--- config.mk ---
export PLATFORM = sky130hd
export DESIGN_NAME = fetch_pc_unit
export DESIGN_NICKNAME = d
export VERILOG_FILES = /design/src/rtl/fetch_pc_unit.sv
export SDC_FILE = /design/constraint.sdc
export NUM_CORES = 1
export LEC_CHECK = 0
export ABC_AREA = 1
export BUFFER_PORTS_ARGS = -buffer_cell sky130_fd_sc_hd__buf_2
export CAP_MARGIN = 20
export CORE_UTILIZATION = 49
export DETAILED_ROUTE_END_ITERATION = 7
export GPL_TIMING_DRIVEN = 0
export PLACE_DENSITY_LB_ADDON = 0.05
export SYNTH_ARGS = -nofsm -noshare
export SYNTH_HDL_FRONTEND = slang
export SYNTH_SLANG_ARGS = --single-unit
--- constraint.sdc ---
create_clock -name CLK -period 3.6 [get_ports CLK]
set_input_delay 0.72 -clock CLK [delete_from_list [all_inputs] [get_ports CLK]]
set_output_delay 0.72 -clock CLK [all_outputs]
set_load 0.05 [all_outputs]
--- src/rtl/fetch_pc_unit.sv ---
// LEGv8 instruction-fetch / next-PC stage.
// Holds the PC, fetches over req/ack and resolves the next PC on retire.
module fetch_pc_unit #(
    parameter logic [63:0] RESET_PC = 64'h0,
    parameter int unsigned MAX_WAIT = 255
) (
    input  logic        CLK,
    input  logic        Reset,
    output logic        imem_req,
    output logic [63:0] imem_addr,
    input  logic        imem_ack,
    input  logic [31:0] imem_rdata,
    output logic        inst_valid,
    input  logic        inst_ready,
    output logic [31:0] Instruction,
    output logic [25:0] Imm25,
    output logic [63:0] PC,
    input  logic        Branch,
    input  logic        Uncondbranch,
    input  logic        Zero,
    input  logic [63:0] BusImm,
    output logic        fetch_fault
);

    typedef enum logic [1:0] {
        S_IDLE,
        S_FETCH,
        S_HOLD,
        S_FAULT
    } state_t;

    localparam logic [7:0] WAIT_LIMIT = 8'(MAX_WAIT);

    state_t      state;
    logic [7:0]  wait_cnt;
    logic        take;
    logic [63:0] imm_off;
    logic [63:0] next_pc;

    assign take      = Uncondbranch | (Branch & Zero);
    assign imm_off   = BusImm << 2;
    assign next_pc   = take ? PC + imm_off : PC + 64'd4;
    assign imem_addr = PC;
    assign Imm25     = Instruction[25:0];

    always_ff @(posedge CLK or posedge Reset) begin
        if (Reset) begin
            state       <= S_IDLE;
            PC          <= RESET_PC;
            imem_req    <= 1'b0;
            inst_valid  <= 1'b0;
            Instruction <= 32'h0;
            fetch_fault <= 1'b0;
            wait_cnt    <= 8'h0;
        end else begin
            case (state)
                // Any ack seen here belongs to a request issued before reset.
                S_IDLE: begin
                    state    <= S_FETCH;
                    imem_req <= 1'b1;
                    wait_cnt <= 8'h0;
                end
                S_FETCH: begin
                    if (imem_ack) begin
                        Instruction <= imem_rdata;
                        inst_valid  <= 1'b1;
                        imem_req    <= 1'b0;
                        state       <= S_HOLD;
                    end else if (wait_cnt + 8'd1 == WAIT_LIMIT) begin
                        wait_cnt    <= WAIT_LIMIT;
                        fetch_fault <= 1'b1;
                        imem_req    <= 1'b0;
                        state       <= S_FAULT;
                    end else begin
                        wait_cnt <= wait_cnt + 8'd1;
                    end
                end
                S_HOLD: begin
                    if (inst_ready) begin
                        PC         <= next_pc;
                        inst_valid <= 1'b0;
                        wait_cnt   <= 8'h0;
                        imem_req   <= 1'b1;
                        state      <= S_FETCH;
                    end
                end
                S_FAULT: begin
                    imem_req   <= 1'b0;
                    inst_valid <= 1'b0;
                end
                default: begin
                    imem_req   <= 1'b0;
                    inst_valid <= 1'b0;
                    state      <= S_FAULT;
                end
            endcase
        end
    end

endmodule

# Yosys cells after proc, flatten, opt, wreduce, memory -nomap -nowiden
# Cells that the tools add are included.
dict set report word_totals {
  ff_bits 109
  latchBits 0
  mem_bits_rw 0
  rom_bits 0
  elab_cells 47
  mem_count 0
}
dict set report classes {
  add_sub_neg 3
  multipliers 0
  n_div 0
  n_lt_le_gt_ge 0
  eq_ne 8
  shifts 0
  n_mux 16
  n_bitwise 3
  n_reduce_logical 10
}
# op count
set op_table {}
lappend op_table {{64-bit by 3-bit adder with 64-bit output, second input constant} 1}
lappend op_table {{64-bit adder} 1}
lappend op_table {{64-bit two-way mux} 1}
lappend op_table {{8-bit two-way mux} 3}
lappend op_table {{8-bit one-hot mux with 3 select lines} 1}
lappend op_table {{3-bit AND reduction} 4}
lappend op_table {{8-bit by 1-bit adder with 8-bit output, second input constant} 1}
lappend op_table {{8-bit == test, second input constant} 1}
lappend op_table {{2-bit two-way mux} 3}
lappend op_table {{2-bit != test, second input constant} 3}
lappend op_table {{2-bit one-hot mux with 3 select lines} 1}
lappend op_table {{2-bit AND reduction} 3}
lappend op_table {{3-bit nonzero test} 2}
lappend op_table {{1-bit two-way mux} 5}
lappend op_table {{2-bit == test, second input constant} 2}
lappend op_table {{1-bit one-hot mux with 4 select lines} 1}
lappend op_table {{3-bit != test, second input constant} 1}
lappend op_table {{1-bit one-hot mux with 3 select lines} 1}
lappend op_table {{2-bit by 1-bit == test with 1-bit output, second input constant} 1}
lappend op_table {{2-bit logical NOT} 1}
lappend op_table {{1-bit AND} 1}
lappend op_table {{1-bit NOT} 1}
lappend op_table {{1-bit OR} 1}

# Longest topological paths before layout
dict set report depth {
  ltp_word 5
  ltp_mapped 22
  ltp_nobuf 21
}

# Least setup slack after synthesis
# Ideal clock, no wire load.
dict set report synth_path {
  path_type {input to register}
  from {input port Branch}
  to {register PC[62]}
  setup_time_ns 0.118
  arrival_ns 2.996
  t_required_ns 3.482
  slack_ns 0.486
  path_stages 22
  path_buffers 1
  cell_sequence {nand2_1 inv_1 nor2_1 clkbuf_1 or2_2 ha_1 inv_1 fa_1 inv_1 nand3_1 nand2_2 nand2_1 nand2_2 nand2_2 nand2_2 nand2_1 nand2_2 nand2_1 nand2_1 nand2_1 nand3_1 nand2_1}
}
dict set report synth_via {
  elab_chain_cells 3
}
# element line_no
set synth_rtl {}
lappend synth_rtl {{start: declaration} 18} ;# input logic Branch,
lappend synth_rtl {{1-bit AND} 40} ;# assign take = Uncondbranch | (Branch & Zero);
lappend synth_rtl {{1-bit OR} 40}
lappend synth_rtl {{64-bit two-way mux} 42} ;# assign next_pc = take ? PC + imm_off : PC + 64'd4;
lappend synth_rtl {{end signal: assignment} 80} ;# PC <= next_pc;
lappend synth_rtl {{end: declaration} 17} ;# output logic [63:0] PC,
# Every way passes these cells.
# A chain may end at the register's enable or synchronous reset.

# Final worst setup path
dict set report layout_path {
  from {input port Branch}
  to {register PC[57]}
}
# The elaborated chain is that of the path after synthesis.

==> summary.md <==
| Metric | Value |
|---|---|
| Worst min path class | input port to asynchronous set/reset pin |
| Switching power | 1.42 mW |
| Total number of vias | 11,591 |
| Status | finished clean |
| GRT Residual Overflow | 0 |
| Fmax | 297 MHz |
| Syn Std Cell Area | 10,900 um^2 |
| Clock network fraction of total power | 0.313 |
| Clk Latency, worst-skew pair | 0.38 ns |
| Placed Instances | 2,427 |
| Clock buffer count from CTS | 9 |
| CP peak stage delay | 0.41 ns |
| Share of cells above drive strength 1 | 0.219 |
| Post-synth EDFFs | 0 |
| Synth async-reset ratio | 1.00 |
| Routability congestion estimate | 0.974 |
| Crit path DAT | 3.64 ns |
| Drt wl/cell | 14.5 um |
| Seq pwr share | 0.362 |
| Maximum vdd drop | between 200 and 250 uV |
| Post-route setup slack | 0.237 ns |
| Antenna violations before repair | 1 |
| NumNets Final | 2,326 |
| Pre-CTS setup slack | -0.845 ns |
| CTS max path bufs | 2 |
| Ys flop type | dfrtp_1 |
| Post-synth cell types | 36 |
| Synth top area cells | nand2_1 26%, dfrtp_1 25%, inv_1 13% |
| Largest net degree at the start of global routing | 68 |
| CP Launch Type | input port |
| Die X | roughly 150 um |
| CTS Root Cell | clkbuf_16 |
| Crit-path cells | buf_2 -> nand2_1 -> inv_1 -> nor2_4 -> buf_6 -> clkbuf_1 -> nor2_1 -> ha_1 -> nand2_1 -> inv_1 -> nand2_1 -> inv_1 -> a21oi_1 -> nand3_1 -> nand2_1 -> nand3_1 -> nand3_1 -> nand2_1 |
| Worst slew margin | 0.451 |
| Post-synth top area share | 0.257 |
| Ports | 292 |
| FF-to-FF setup slack | between 1 and 1.5 ns |
| Minimum clock period | about 3.4 ns |
| DPL Wire Length | 29.7 mm |
| Row Count | 54 |
| Post-DRT Antenna Nets | 0 |
| Core area | ~22,000 um^2 |
| Total Neg Setup Slack | 0 ns |
| Worst EP required | 3.87 ns |
| Setup crit end kind | register |
| Post-Layout Cell Count | 2,445 |
| Final Skew | 0.0233 ns |
| Setup CP Type | input port to register |
| Full die area | 22,800 um^2 |
| First-pass GRT wire length | around 53 mm |
| CTS tree | done |
| Vias in the first global route | 10,307 |
| P&R area growth vs syn | 20.0% |
| Register area share after synthesis | 0.246 |
| Largest area contributor in the netlist | nand2_1 |
| Maxcap violations | 0 |
| Critical-path maximum fanout | 10 |
| Worst slew pin tran | 0.824 ns |
| Slowest CP cell | nand3_1 |
| Leak | ~8.6 nW |
| Final Hold Viols | 0 |
| Clock Sinks | approximately 110 |
| Fin crit share | 0.934 |
| Initial DRC Count | just over 700 |
| H-Tree Depth | 3 |
| Max-slew violations | 0 |
| DRT Wirelength | 35.5 mm |
| Port bufs | between 200 and 300 |
| CTS clk-pin slew, worst paths | 0.10 ns |
| Gr usage total | 0.312 |
| Int Pwr | 2.12 mW |
| Combinational share of power | 0.325 |
| Number of synthesized register bits | about 110 |
| Cell mode on critical path | nand2_1 |
| Post-CTS Hold Fix Bufs | 0 |
| Count of warnings emitted by yosys | 0 |
| RSZ-0062 raised after global routing | false |
| Final Setup Violations | 0 |
| Initial core utilization | 0.499 |
| Switching Share | 0.401 |
| DR vias/cell | 4.74 |
| PD cells | ~270 nW/um^2 |
| Drt first pass iters | 5 |
| Mean area per synthesized cell | slightly below 6 um^2 |
| Post-Synthesis Cells | 1,857 |
| Residual DRC | 0 |
| Die H | 151 um |
-- per-stage QoR --
step                      hold WS, ns  total power, mW  cell area, um^2   util
final                           0.419             3.54            13100  0.599
after global routing            0.466             3.71            13100  0.599
after CTS                       0.434             3.55            13100  0.598
after detailed placement        0.446             2.45            12700  0.583
after global placement          0.444             2.43            12700  0.581
after floorplan                 0.472             2.14            10900      -
-- cell type report --
type / count / area (um^2)
Antenna cell: 1 / 2.50
Clock buffer: 9 / 225
Fill cell: 2304 / 8750
Timing Repair Buffer: 288 / 1470
Multi-Input combinational cell: 1264 / 6050
Inverter: 373 / 1400
Clock inverter: 7 / 101
Sequential cell: 107 / 2680
Tap cell: 280 / 350
Buffer: 116 / 788
-- state kept, by name, indices dropped and copies added, names as in the netlist --
signal,flops
imem_req,1
fetch_fault,1
Instruction,32
inst_valid,1
state,2
PC,62
wait_cnt,8
-- cell families after synthesis --
family,after synthesis,synth area share
DFF,107,0.246
adders and majority gates,64,0.0742
xor gates and xnor gates,33,0.0265
other,1,0.000344
buffers and inverters,489,0.201
AOI/OAI and AO/OA,87,0.0420
and+or+nand+nor,1076,0.410
-- routing by layer --
metal | up-vias | wire length, um | GRT usage
li1 | 6029 | - | -
met1 | 5140 | 15400 | 0.400
met2 | 379 | 17000 | 0.541
met3 | 43 | 2120 | 0.0416
met4 | 0 | 901 | 0.0975
met5 | - | 0 | 0
-- timing repair --
item                       4_1_cts  5_1_grt
setup buffers                    0        1
setup endpoints to repair       35       12
resized for setup                3        1
hold endpoints to repair         0        0
pin swaps                        0        1
-- critical path, delay by kind of cell --
| family | cells | cell delay, ns |
|---|---|---|
| AND/OR/NAND/NOR | 10 | 1.52 |
| adder cells (fa/ha/maj) | 1 | 0.37 |
| AO/OA/AOI/OAI | 1 | 0.20 |
| buffers and inverters | 6 | 0.82 |
-- power by group through the flow --
stage | registers [mW] | clock network (mW) | logic, mW
3_5_place_dp | 1.31 | 0 | 1.14
5_1_grt | 1.29 | 1.16 | 1.26
3_3_place_gp | 1.31 | 0 | 1.12
2_1_floorplan | 1.42 | 0 | 0.725
4_1_cts | 1.28 | 1.12 | 1.15
6_report | 1.28 | 1.11 | 1.15
-- cells in the final DEF, fill, tap and decap left out, types with 2 or more instances in the layout --
cell | netlist | layout
ha_1 | 63 | 63
nor2_1 | 149 | 148
nor2_2 | 28 | 28
nand3_2 | 6 | 7
inv_1 | 366 | 365
buf_2 | 5 | 290
buf_4 | 92 | 93
clkinv_8 | 0 | 3
clkbuf_16 | 0 | 9
clkbuf_1 | 19 | 18
clkinv_1 | 2 | 2
and3_1 | 2 | 2
nor3_2 | 3 | 3
o21ai_1 | 23 | 23
conb_1 | 1 | 4
xnor2_1 | 25 | 25
nor3_1 | 4 | 4
or2_2 | 2 | 2
o21ai_0 | 14 | 14
nand3_1 | 82 | 81
and2_1 | 4 | 4
xor2_1 | 8 | 8
nand3b_1 | 11 | 11
nand4_1 | 12 | 12
a21oi_1 | 39 | 39
dfrtp_1 | 107 | 107
nor3_4 | 3 | 3
inv_12 | 0 | 2
o22ai_1 | 4 | 4
nand2_1 | 747 | 747
nor2_4 | 1 | 2
nand2_2 | 20 | 20
o21bai_1 | 5 | 5
inv_2 | 5 | 5
-- path summary, 6_finish.rpt --
check | from | endpoint | cells after the start
hold reg to reg | fetch_fault | fetch_fault | 2
setup / recovery | Branch | PC[57] | 18
min in group CLK | fetch_fault | fetch_fault | 2
max in group asynchronous | Reset | wait_cnt[2] | 3
setup reg to reg | PC[2] | PC[56] | 15
hold / removal | Reset | PC[5] | 2
-- Yosys cell counts (2+ instances only) --
cell type  instances
a21oi_1           39
and2_1             4
and3_1             2
buf_2              5
buf_4             92
clkbuf_1          19
clkinv_1           2
dfrtp_1          107
ha_1              63
inv_1            366
inv_2              5
nand2_1          747
nand2_2           20
nand3_1           82
nand3_2            6
nand3b_1          11
nand4_1           12
nor2_1           149
nor2_2            28
nor3_1             4
nor3_2             3
nor3_4             3
o21ai_0           14
o21ai_1           23
o21bai_1           5
o22ai_1            4
or2_2              2
xnor2_1           25
xor2_1             8
(Power assumes the default switching activity.)
